## src/rtl/ob_pkg.sv

```systemverilog
// Order-book shared types: command bundle, opcodes and table-controller helpers.
// Imported by the conditional-table controller and its arbiter.
package ob_pkg;

  localparam int OB_CN_N_DEFAULT = 16;

  typedef enum logic [3:0] {
    Op_Nop           = 4'd0,
    Op_BuyMarket     = 4'd1,
    Op_BuyLimit      = 4'd2,
    Op_SellMarket    = 4'd3,
    Op_SellLimit     = 4'd4,
    Op_BuyStopLoss   = 4'd5,
    Op_BuyStopLimit  = 4'd6,
    Op_SellStopLoss  = 4'd7,
    Op_SellStopLimit = 4'd8,
    Op_Cancel        = 4'd9
  } opcode_t;

  typedef struct packed {
    opcode_t     op;
    logic [15:0] uid;
    logic [15:0] price;
    logic [15:0] qty;
  } cmd_t;

  function automatic logic is_stop_op(input opcode_t op);
    case (op)
      Op_BuyStopLoss,
      Op_BuyStopLimit,
      Op_SellStopLoss,
      Op_SellStopLimit: return 1'b1;
      default:          return 1'b0;
    endcase
  endfunction

endpackage

```

## src/rtl/ob_cn_rr_arb.sv

```systemverilog
// Round-robin one-hot arbiter: searches upward from ptr with wrap-around.
// Returns the pointer just past the winner so the next search starts there.
module ob_cn_rr_arb #(
  parameter int N  = 16,
  parameter int PW = $clog2(N)
) (
  input  logic [N-1:0]  req,
  input  logic [PW-1:0] ptr,
  input  logic          en,
  output logic [N-1:0]  gnt,
  output logic [PW-1:0] ptr_nxt
);

  int            idx;
  logic [PW-1:0] sel;
  logic          hit;

  always_comb begin
    gnt     = '0;
    ptr_nxt = ptr;
    hit     = 1'b0;
    idx     = 0;
    sel     = '0;
    for (int k = 0; k < N; k++) begin
      idx = int'(ptr) + k;
      if (idx >= N) idx = idx - N;
      sel = PW'(idx);
      if (en && !hit && req[sel]) begin
        hit      = 1'b1;
        gnt[sel] = 1'b1;
        ptr_nxt  = (idx == N - 1) ? '0 : PW'(idx + 1);
      end
    end
  end

endmodule

```

## src/rtl/ob_cn_table_ctrl.sv

```systemverilog
// Conditional (stop-order) table controller: allocates stop commands to free
// entries and issues matured entries through a registered valid/ready stage.
module ob_cn_table_ctrl
  import ob_pkg::*;
#(
  parameter int N = OB_CN_N_DEFAULT
) (
  input  logic                   clk,
  input  logic                   rst_n,
  input  logic                   in_vld,
  input  cmd_t                   in_cmd,
  output logic                   in_rdy,
  output logic [N-1:0]           al_vld_r,
  output cmd_t                   al_cmd_r,
  input  logic [N-1:0]           busy_w,
  input  logic [N-1:0]           mtr_vld_w,
  input  logic [N-1:0]           cancel_hit,
  input  cmd_t                   ent_cmd_r [N],
  output logic [N-1:0]           dl_vld,
  output logic                   iss_vld_r,
  output cmd_t                   iss_cmd_r,
  input  logic                   iss_rdy,
  output logic                   full,
  output logic [$clog2(N+1)-1:0] occ,
  output logic                   err_r
);

  localparam int PW = $clog2(N);
  localparam int OW = $clog2(N + 1);

  logic [N-1:0]  busy_r;
  logic [N-1:0]  mtr_r;
  logic [N-1:0]  dl_prev_r;
  logic [PW-1:0] ptr_r;
  logic [PW-1:0] ptr_nxt;
  logic [N-1:0]  free;
  logic [N-1:0]  low_free;
  logic [N-1:0]  occ_vec;
  logic [N-1:0]  elig;
  logic [N-1:0]  gnt;
  logic          load;
  logic          accept;
  cmd_t          g_cmd;

  // A pending allocation is not yet visible in busy_r, so mask it here.
  assign free     = ~busy_r & ~al_vld_r;
  assign low_free = free & (~free + N'(1));
  assign in_rdy   = |free;
  assign full     = ~in_rdy;
  assign accept   = in_vld & in_rdy;
  assign occ_vec  = busy_r | al_vld_r;

  always_comb begin
    occ = '0;
    for (int k = 0; k < N; k++) occ = occ + OW'(occ_vec[k]);
  end

  assign elig = mtr_r & ~cancel_hit & ~dl_prev_r;
  assign load = (|elig) & (~iss_vld_r | iss_rdy);

  ob_cn_rr_arb #(.N(N), .PW(PW)) u_arb (
    .req     (elig),
    .ptr     (ptr_r),
    .en      (load),
    .gnt     (gnt),
    .ptr_nxt (ptr_nxt)
  );

  assign dl_vld = gnt;

  always_comb begin
    g_cmd = '0;
    for (int k = 0; k < N; k++)
      if (gnt[k]) g_cmd = ent_cmd_r[k];
  end

  always_ff @(posedge clk or negedge rst_n) begin
    if (!rst_n) begin
      busy_r    <= '0;
      mtr_r     <= '0;
      dl_prev_r <= '0;
      ptr_r     <= '0;
      al_vld_r  <= '0;
      al_cmd_r  <= '0;
      err_r     <= 1'b0;
      iss_vld_r <= 1'b0;
      iss_cmd_r <= '0;
    end else begin
      busy_r    <= busy_w;
      mtr_r     <= mtr_vld_w;
      dl_prev_r <= dl_vld;
      al_vld_r  <= '0;
      err_r     <= 1'b0;
      if (accept) begin
        if (is_stop_op(in_cmd.op)) begin
          al_vld_r <= low_free;
          al_cmd_r <= in_cmd;
        end else begin
          err_r <= 1'b1;
        end
      end
      if (load) begin
        iss_vld_r <= 1'b1;
        iss_cmd_r <= g_cmd;
        ptr_r     <= ptr_nxt;
      end else if (iss_rdy) begin
        iss_vld_r <= 1'b0;
      end
    end
  end

endmodule
```

## config.mk

```make
export PLATFORM = sky130hd
export DESIGN_NAME = ob_cn_table_ctrl
export DESIGN_NICKNAME = d
export VERILOG_FILES = /design/src/rtl/ob_pkg.sv /design/src/rtl/ob_cn_rr_arb.sv /design/src/rtl/ob_cn_table_ctrl.sv
export SDC_FILE = /design/constraint.sdc
export NUM_CORES = 1
export LEC_CHECK = 0
export CAP_MARGIN = 20
export CORE_AREA = 5 5 412 414
export CTS_BUF_LIST = sky130_fd_sc_hd__clkbuf_8
export DETAILED_ROUTE_END_ITERATION = 16
export DIE_AREA = 0 0 417 419
export GPL_TIMING_DRIVEN = 0
export PLACE_DENSITY_LB_ADDON = 0.1
export SLEW_MARGIN = 20
export SYNTH_ARGS = -nofsm -noshare
export SYNTH_HDL_FRONTEND = slang
export SYNTH_SLANG_ARGS = --single-unit
```

## constraint.sdc

```tcl
create_clock -name clk -period 9.03 [get_ports clk]
set_clock_uncertainty 0.1 [all_clocks]
set_input_delay 0.903 -clock clk [delete_from_list [all_inputs] [get_ports clk]]
set_output_delay 0.903 -clock clk [all_outputs]
set_load 0.01 [all_outputs]
```

==> results.yml, run 1 <==
flow_run:
  drv_cap: 0
critical_path:
  critPathKind: "flop to output port"
  cp-endpoint: "dl_vld[4]"
  cp_common_cell: "buf_2"
  critPathLaunch: "ptr_r[0]"
  cp.arrival_ns: 7.85
  cpMaxStageDelayCell: "clkdlybuf4s50_1"
  worst-path-buf-inv: 11
  worstPathMaxFanout: 11
  end_kind: "output port"
  cpLargestDelayFamily: "buffers and inverters"
  r2r_slack_ns: 0.44
  max_stage_delay_ns: 0.63
  crit_cells: 23
  crit_path_start_kind: "flop"
  required_ns: 8.03
  cp_cell_sequence: "buf_6 -> inv_1 -> buf_2 -> ha_2 -> ha_1 -> clkbuf_2 -> clkbuf_2 -> nand2_1 -> o221ai_1 -> nand4_1 -> nand4_1 -> nor4b_4 -> buf_4 -> buf_2 -> nand3_1 -> nor3_2 -> o211ai_1 -> o22ai_4 -> buf_12 -> nor2_4 -> inv_4 -> buf_2 -> clkdlybuf4s50_1"
  r2r-start: "ptr_r[0]"
  rr_endpoint: "iss_cmd_r[51]"
  r2r.worst_path.cells: 22
synth:
  synth_cells: 2615
  synth_area_leader_cell: "dfrtp_1"
  yosysWarnings: 0
  yosys_register_bits: 174
  synthFlopType: "dfrtp_1"
  async_flop_share: 1.00
  synth_top_area_share: 0.202
  ys_seq_area_frac: 0.202
  synth_area_sq_um: 21600
  synth.area.top_cells: "dfrtp_1, o221ai_1, a21oi_1, a2111oi_2, a221oi_2"
  synth.distinct_cells: 102
  synth.avg_cell_area_sq_um: 8.24
  synth_edf_count: 0
  syn_nets: 3583
floorplan:
  ios: 1081
  die_area_sq_um: 175000
  core_sq_um: 166000
  die_width_um: 417
  start_util: 0.130
  die_height_um: 419
  fp-row-count: 150
cts:
  cts_sinks: 174
  clock_path_buffers: 2
  numCtsBuffers: 17
  worstSkewPairLatency_ns: 0.66
  htree_num_levels: 4
  cts_tree: "yes"
  clock-root-buffer: "clkbuf_8"
  clkTransAtPathRegs_ns: 0.13
placed_design:
  routabilityCongestion: 0.934
  place_ws_ns: -0.807
  io_buffers: 1080
  hpwl_mm: 203
hold_path:
  min-delay-path-class: "flop to flop"
finish:
  regArea_sq_um: 4350
  layout_common_cells: "clkdlybuf4s50_1, a21oi_1, nor2_1, dfrtp_1, o21ai_0"
  multi_input_comb_area_sq_um: 15800
  nNetsFinal: 4703
  layout_commonest_cell: "clkdlybuf4s50_1"
  n_fill_cell: 18600
  drive_gt1_frac: 0.127
  syn_to_final_growth_pct: 67.7
global_routing:
  grt_pass1_wl_mm: 306
  grt_antenna_before_repair: 120
  grt_usage: 0.262
  grt_max_degree: 75
  grt_pass1_vias: 29500
  grt.overflow.total: 0
power_and_ir_drop:
  max-vdd-ir-drop_mv: 0.158
  power_density_nw_per_um2: 390
  total_power_mw: 14.1
  leakagePower_nw: 12.9
drt:
  viasPerCell: 4.94
  drtPass1Iterations: 6
  ant_nets: 0
  vias: 29600
  drc: 0
  drt-wirelength-per-cell_um: 40.1
  drt_wl_total_mm: 241
  drt_iter0_drc: 2794
sta:
  worstMarginPinSlew_ns: 1.16
  final.period_utilization: 0.980
  final.setup.worst_slack_ns: 0.181
  slew-limit-headroom: 0.227
  slew_violations: 0
  hold_viol_final: 0
  finalSetupTns_ns: 0
  rsz0062_at_grt: "false"
  finalSetupViolCount: 0
  fmax_mhz: 113
  period_minus_slack_ns: 8.85
outcome:
  outcome: "finished clean"
## layer usage
layer	GRT usage	routed length (um)
met3	0.0556	15000
met1	0.327	99500
met2	0.457	119000
met4	0.0698	7230
met5	0	352
## repair_timing
| action | CTS | global route |
|---|---|---|
| pin swaps | 7 | 2 |
| hold buffers | 1 | 0 |
| hold endpoints to repair | 26 | 0 |
| buffers inserted | 11 | 2 |
| endpoints found under the setup margin | 66 | 11 |
| resized for setup | 24 | 8 |
## worst reg2reg max path: stages, from the launching register on
cell and delay, ns:
dfrtp_1 0.51, buf_6 0.21, inv_1 0.26, buf_2 0.37, ha_2 0.40, ha_1 0.32
clkbuf_2 0.23, nand2_1 0.19, o22ai_1 0.12, o31ai_1 0.36, nand4_1 0.40, nand3_1 0.41
nor2_1 0.18, clkbuf_2 0.35, a31o_2 0.34, nor4_1 0.45, nand3_4 0.49, clkbuf_1 0.43
o21ai_1 0.90, o31ai_1 0.19, mux2i_1 0.51, a2111oi_2 0.16, or3_1 0.56
## cell families (layout without fill, tap and decap cells)
family,Yosys count,count (layout),share of synthesized area
simple gates,815,815,0.223
compound gates,1105,1105,0.404
flops,174,174,0.202
other cells,0,52,0
fa+ha+maj,32,32,0.0221
mux,125,125,0.0692
buf+inv,345,1478,0.0716
xor+xnor,19,19,0.00842
## state kept, by name, summed over array words and instances (netlist names)
register and cells:
al_cmd_r 52, dl_prev_r 16, iss_cmd_r 52, al_vld_r 16, busy_r 16, iss_vld_r 1
ptr_r 4, mtr_r 16, err_r 1
## power breakdown
group	internal [mW]	total [mW]	leakage (nW)	switching [mW]
Sequential	1.00	1.19	2.16	0.187
Combinational	3.99	12.2	10.5	8.22
Clock	0.214	0.697	0.207	0.482
## how the worst min path moves through the flow
stage                   start           to  slack (ns)  cells after the start
finish              busy_r[3]  al_vld_r[3]        0.34                      1
global placement    busy_r[3]  al_vld_r[3]        0.32                      1
detailed placement  busy_r[3]  al_vld_r[3]        0.32                      1
global route        busy_r[3]  al_vld_r[3]        0.38                      1
floorplan           busy_r[3]  al_vld_r[3]        0.31                      1
CTS                 busy_r[3]  al_vld_r[3]        0.34                      1
## final cells by class
| type | instances | share of cell area |
|---|---|---|
| plain buffers | 242 | 0.0326 |
| flip-flops and latches | 174 | 0.120 |
| repair buffers | 1107 | 0.307 |
| clock inverters | 15 | 0.00516 |
| clock buffers | 17 | 0.00647 |
| inverters | 97 | 0.0102 |
| multi-input cells | 2096 | 0.438 |
| well taps | 2204 | 0.0763 |
| diodes | 52 | 0.00360 |
## synth_stat cells, types with 22 or more instances
library cell and number:
nor2_1 193, a21oi_1 192, dfrtp_1 174, o21ai_0 143
clkbuf_1 141, nand2_1 122, o221ai_1 121, inv_1 87
a211oi_1 67, buf_2 66, or3_1 66, o31ai_1 60
mux2i_1 59, o211ai_1 59, a22oi_1 57, nand3_1 57
nor2b_1 57, o31a_1 57, o21a_1 54, a22o_1 53
mux2_2 52, a2111oi_2 50, a221oi_2 50, nor3_1 50
nor3b_2 47, nand4_1 39, nor4_1 31, o22ai_1 27
nor3b_1 23, ha_1 22
## stage by stage
stage / utilization / cells / hold WS [ns] / cell area (sq um)
after floorplan: - / 2615 / 0.308 / 21600
after global placement: 0.212 / 5899 / 0.322 / 35100
after detailed placement: 0.213 / 5911 / 0.325 / 35400
after CTS: 0.217 / 5951 / 0.342 / 36000
after global routing: 0.217 / 5975 / 0.380 / 36100
final: 0.218 / 6004 / 0.343 / 36100
Note: power is estimated with default switching activity, not from simulation.
==> run 2: changes to the inputs <==
--- a/config.mk
+++ b/config.mk
@@ -10,8 +10,9 @@
 export CTS_BUF_LIST = sky130_fd_sc_hd__clkbuf_8
 export DETAILED_ROUTE_END_ITERATION = 16
 export DIE_AREA = 0 0 417 419
+export DONT_BUFFER_PORTS = 1
 export GPL_TIMING_DRIVEN = 0
-export PLACE_DENSITY_LB_ADDON = 0.1
+export PLACE_DENSITY_LB_ADDON = 0.25
 export SLEW_MARGIN = 20
 export SYNTH_ARGS = -nofsm -noshare
 export SYNTH_HDL_FRONTEND = slang
==> results.yml, run 2 (synthesized netlist as in run 1, its figures left out) <==
cts:
  cts_sinks: 174
  htree_num_levels: 4
  cts_tree: "yes"
  worstSkewPairLatency_ns: 0.70
  clock-root-buffer: "clkbuf_8"
  clkTransAtPathRegs_ns: 0.19
  clock_path_buffers: 2
  numCtsBuffers: 17
placed_design:
  placed_area_sq_um: 24700
  io_buffers: 0
  routabilityCongestion: 1.01
  hpwl_mm: 194
finish:
  top_regs: "al_cmd_r: 52 flops, iss_cmd_r: 52 flops"
  syn_to_final_growth_pct: 18.2
  layout_common_cells: "a21oi_1, nor2_1, dfrtp_1, o21ai_0, clkbuf_1"
  n_fill_cell: 19200
  nNetsFinal: 3628
  utilization: 0.154
  drive_gt1_frac: 0.177
  layout_commonest_cell: "a21oi_1"
  stdcell_area_sq_um: 25500
critical_path:
  required_ns: 8.03
  r2r_slack_ns: 0.21
  critPathKind: "flop to output port"
  worstPathMaxFanout: 11
  crit_path_start_kind: "flop"
  cp.arrival_ns: 7.97
  end_kind: "output port"
sta:
  worstMarginPinSlew_ns: 1.35
  slew-limit-headroom: 0.101
  hold_viol_final: 0
  final.period_utilization: 0.993
  finalSetupViolCount: 0
  hold_ws_ns: 0.102
  slew_violations: 0
  fmax_mhz: 111
  rsz0062_at_grt: "true"
  period_minus_slack_ns: 8.97
global_routing:
  grt_usage: 0.250
  grt_pass1_wl_mm: 287
  grt_pass1_vias: 25700
  grt.overflow.total: 0
  grt_antenna_before_repair: 138
  grt_max_degree: 175
floorplan:
  die_area_sq_um: 175000
  start_util: 0.130
  core_sq_um: 166000
  fp-row-count: 150
  die_height_um: 419
  die_width_um: 417
  ios: 1081
drt:
  drtPass1Iterations: 8
  ant_nets: 0
  drt-wirelength-per-cell_um: 46.6
  drt_wl_total_mm: 231
  vias: 27100
  drt_iter0_drc: 3308
  viasPerCell: 5.47
  drc: 0
power_and_ir_drop:
  max-vdd-ir-drop_mv: 0.172
  leakagePower_nw: 8.68
  total_power_mw: 13.5
  power_density_nw_per_um2: 531
hold_path:
  min-delay-path-class: "input port to flop"
outcome:
  outcome: "finished clean"
flow_run:
  drv_cap: 0
-- run 2: cell types whose count changed in the layout (fill, tap and decap cells not counted), sizes merged, moves of 2 or more --
cell and change:
inv +2, diode +22, clkinv -3, clkdlybuf4s50 -1079, clkbuf +2
-- run 2: through the flow --
stage,instances,TNS [ns],setup slack (ns)
5_1_grt,4927,-0.165,-0.165
2_1_floorplan,2615,0,3.43
4_1_cts,4875,-0.136,-0.136
3_5_place_dp,4841,-5.20,-0.579
6_report,4951,0,0.0593
3_3_place_gp,4819,-111.18,-2.37
-- run 2: power breakdown --
part	switching, mW	leakage, nW	total (mW)	internal, mW
sequential	0.515	2.16	1.51	0.999
clock	0.485	0.191	0.690	0.205
combinational	8.00	6.33	11.3	3.32
total	9.00	8.68	13.5	4.53
-- run 2: layout make-up --
| type | instances | area [sq um] | area share |
|---|---|---|---|
| well taps | 2204 | 2760 | 0.108 |
| multi-input cells | 2096 | 15900 | 0.623 |
| repair buffers | 26 | 347 | 0.0136 |
| clock buffers | 17 | 234 | 0.00918 |
| plain buffers | 248 | 1210 | 0.0475 |
| flip-flops and latches | 174 | 4350 | 0.171 |
| inverters | 97 | 370 | 0.0145 |
| clock inverters | 15 | 144 | 0.00565 |
| diodes | 74 | 185 | 0.00727 |
-- run 2: critical path, cell delays in order (launching register included) --
cell and delay [ns]:
dfrtp_1 0.55, buf_6 0.22, inv_1 0.14, buf_2 0.25, ha_2 0.37, buf_2 0.23
buf_2 0.27, buf_1 0.41, mux4_2 0.45, nand3_1 0.14, nand4_1 0.34, nor4b_4 0.51
buf_2 0.39, nand3_1 0.23, nor3_2 0.39, o211ai_1 0.47, o21ai_0 0.35, nor3_2 0.07
buf_4 0.20, buf_4 0.19, clkbuf_4 0.30, clkdlybuf4s15_2 0.48, inv_1 0.28
-- run 2: path summary, 6_finish.rpt --
| path | end | cells after the start | start |
|---|---|---|---|
| worst min-delay path | mtr_r[12] | 0 | mtr_vld_w[12] |
| worst min register to register | al_vld_r[3] | 1 | busy_r[3] |
| worst max register to register | iss_cmd_r[51] | 25 | ptr_r[0] |
| worst max-delay path | dl_vld[6] | 22 | ptr_r[0] |
| max in group asynchronous | iss_cmd_r[47] | 3 | rst_n |
| min in group asynchronous | ptr_r[3] | 2 | rst_n |
-- run 2: timing repair --
item | CTS | global route
hold buffers | 1 | 1
resized for setup | 18 | 18
setup buffers | 1 | 0
setup endpoints to repair | 39 | 25
pin swaps | 1 | 1
hold endpoints to repair | 174 | 13
-- run 2: per-layer routing --
layer,share of wire,vias up,GRT usage
li1,-,10600,-
met1,0.39,14000,0.298
met2,0.45,1912,0.393
met3,0.096,509,0.0917
met4,0.058,76,0.128
met5,0.0021,-,0
==> run 3: changes to the inputs <==
--- a/config.mk
+++ b/config.mk
@@ -7,7 +7,7 @@
 export LEC_CHECK = 0
 export CAP_MARGIN = 20
 export CORE_AREA = 5 5 412 414
-export CTS_BUF_LIST = sky130_fd_sc_hd__clkbuf_8
+export CTS_BUF_LIST = sky130_fd_sc_hd__clkbuf_4
 export DETAILED_ROUTE_END_ITERATION = 16
 export DIE_AREA = 0 0 417 419
 export DONT_BUFFER_PORTS = 1
==> results.yml, run 3 (synthesized netlist as in run 1, its figures left out) <==
cts:
  numCtsBuffers: 17
  cts_sinks: 174
  clock-root-buffer: "clkbuf_4"
  worstSkewPairLatency_ns: 0.97
  clkTransAtPathRegs_ns: 0.31
  clock_path_buffers: 2
  htree_num_levels: 4
  cts_tree: "yes"
global_routing:
  grt_pass1_vias: 26300
  grt_pass1_wl_mm: 289
  grt.overflow.total: 0
  grt_max_degree: 175
  grt_usage: 0.250
  grt_antenna_before_repair: 129
floorplan:
  die_width_um: 417
  start_util: 0.130
  ios: 1081
  die_height_um: 419
  fp-row-count: 150
  core_sq_um: 166000
  die_area_sq_um: 175000
finish:
  drive_gt1_frac: 0.172
  nNetsFinal: 3756
  layout_common_cells: "a21oi_1, nor2_1, dfrtp_1, o21ai_0, clkbuf_1"
  utilization: 0.160
  n_fill_cell: 19200
  top_regs: "al_cmd_r: 52 flops, iss_cmd_r: 52 flops"
  syn_to_final_growth_pct: 23.4
  layout_commonest_cell: "a21oi_1"
power_and_ir_drop:
  pwr-share-comb: 0.843
  internal-power_mw: 4.49
  power_switching_mw: 9.02
  clkPwrFrac: 0.045
  power_density_nw_per_um2: 508
  leakagePower_nw: 9.17
  total_power_mw: 13.5
  max-vdd-ir-drop_mv: 0.178
  seqPwrFrac: 0.112
  switching_share: 0.667
outcome:
  violations: "negative setup slack"
  outcome: "finished with violations"
hold_path:
  min-delay-path-class: "input port to flop"
drt:
  ant_nets: 0
  drt_wl_total_mm: 231
  drt-wirelength-per-cell_um: 45.5
  drt_iter0_drc: 3511
  vias: 27800
  drc: 0
  drtPass1Iterations: 5
  viasPerCell: 5.47
sta:
  slew_violations: 0
  period_minus_slack_ns: 9.05
  slew-limit-headroom: 0.0389
  finalSetupViolCount: 1
  final.period_utilization: 1.00
  final.setup.worst_slack_ns: -0.0184
  hold_viol_final: 0
  worstMarginPinSlew_ns: 1.44
  fmax_mhz: 111
flow_run:
  drv_cap: 0
critical_path:
  required_ns: 9.78
  crit_path_start_kind: "flop"
  cp.arrival_ns: 9.80
  worstPathMaxFanout: 11
  critPathKind: "flop to flop"
  end_kind: "flop"
placed_design:
  io_buffers: 0
  routabilityCongestion: 1.01
  hpwl_mm: 194
run 3: changes by cell type in the layout (fill, tap and decap cells not counted), sizes merged:
cell / change
diode: -1
buf: +7
inv: -1
dlygate4sd3: +123
clkdlybuf4s15: -1
run 3: power groups by stage:
| stage | registers [mW] | logic, mW | clock network (mW) |
|---|---|---|---|
| final | 1.52 | 11.4 | 0.604 |
| after global routing | 1.52 | 11.7 | 0.643 |
| after CTS | 1.51 | 11.0 | 0.641 |
| after detailed placement | 1.53 | 10.8 | 0 |
| after global placement | 1.53 | 10.8 | 0 |
| after floorplan | 1.19 | 6.23 | 0 |
run 3: layer usage:
layer	wire length [um]	GRT usage
met5	370	0
met4	13600	0.126
met3	21700	0.0814
met2	105000	0.396
met1	90700	0.304
run 3: path summary, 6_finish.rpt:
path                                       to           from  cells after the start  slack, ns
max in group asynchronous        al_cmd_r[12]          rst_n                      3       7.29
worst min register to register    al_vld_r[3]      busy_r[3]                      1       0.39
worst max register to register  iss_cmd_r[23]       ptr_r[0]                     25      -0.02
worst min-delay path            iss_cmd_r[35]  ent_cmd_r[35]                      2       0.13
min in group asynchronous            ptr_r[3]          rst_n                      2       0.38
worst max-delay path            iss_cmd_r[23]       ptr_r[0]                     25      -0.02
run 3: what timing repair did:
| item | 4_1_cts | 5_1_grt |
|---|---|---|
| resized for setup | 20 | 10 |
| hold buffers | 125 | 0 |
| pin swaps | 4 | 4 |
| endpoints found under the setup margin | 45 | 32 |
| endpoints found under the hold margin | 299 | 0 |
| buffers inserted | 4 | 4 |
run 3: worst max-delay path: stages, from the launching register on:
cell       delay, ns
dfrtp_1         0.58
buf_6           0.22
inv_1           0.15
buf_2           0.25
ha_2            0.37
buf_2           0.23
buf_2           0.27
nor2_1          0.17
and2_1          0.21
a221oi_1        0.45
nand4_1         0.45
and3_1          0.47
and3_1          0.23
buf_6           0.17
and3_1          0.18
clkbuf_1        0.34
a221o_1         0.43
nor4_1          0.36
and2_1          0.18
buf_4           0.43
inv_4           0.27
buf_2           0.39
a221oi_2        1.12
o21a_1          0.27
a2111oi_2       0.13
or3_1           0.37
run 3: layout make-up:
cell class | count | area, sq um | share of cell area
diodes | 73 | 183 | 0.00687
inverters | 97 | 370 | 0.0139
flip-flops and latches | 174 | 4350 | 0.164
repair buffers | 157 | 1640 | 0.0617
well taps | 2204 | 2760 | 0.104
plain buffers | 245 | 1190 | 0.0447
multi-input cells | 2096 | 15800 | 0.595
clock buffers | 18 | 135 | 0.00508
clock inverters | 14 | 140 | 0.00527
run 3: stage by stage:
| stage | cell area, sq um | hold slack, ns | TNS (ns) | instances | setup slack, ns |
|---|---|---|---|---|---|
| floorplan | 21600 | 0.308 | 0 | 2615 | 3.43 |
| global placement | 24300 | 0.378 | -111.18 | 4819 | -2.37 |
| detailed placement | 24700 | 0.355 | -5.20 | 4841 | -0.579 |
| CTS | 26300 | 0.00234 | 0 | 5000 | 0.0498 |
| global route | 26500 | 0.0412 | -0.0328 | 5059 | -0.0248 |
| finish | 26600 | 0.129 | -0.0184 | 5078 | -0.0184 |
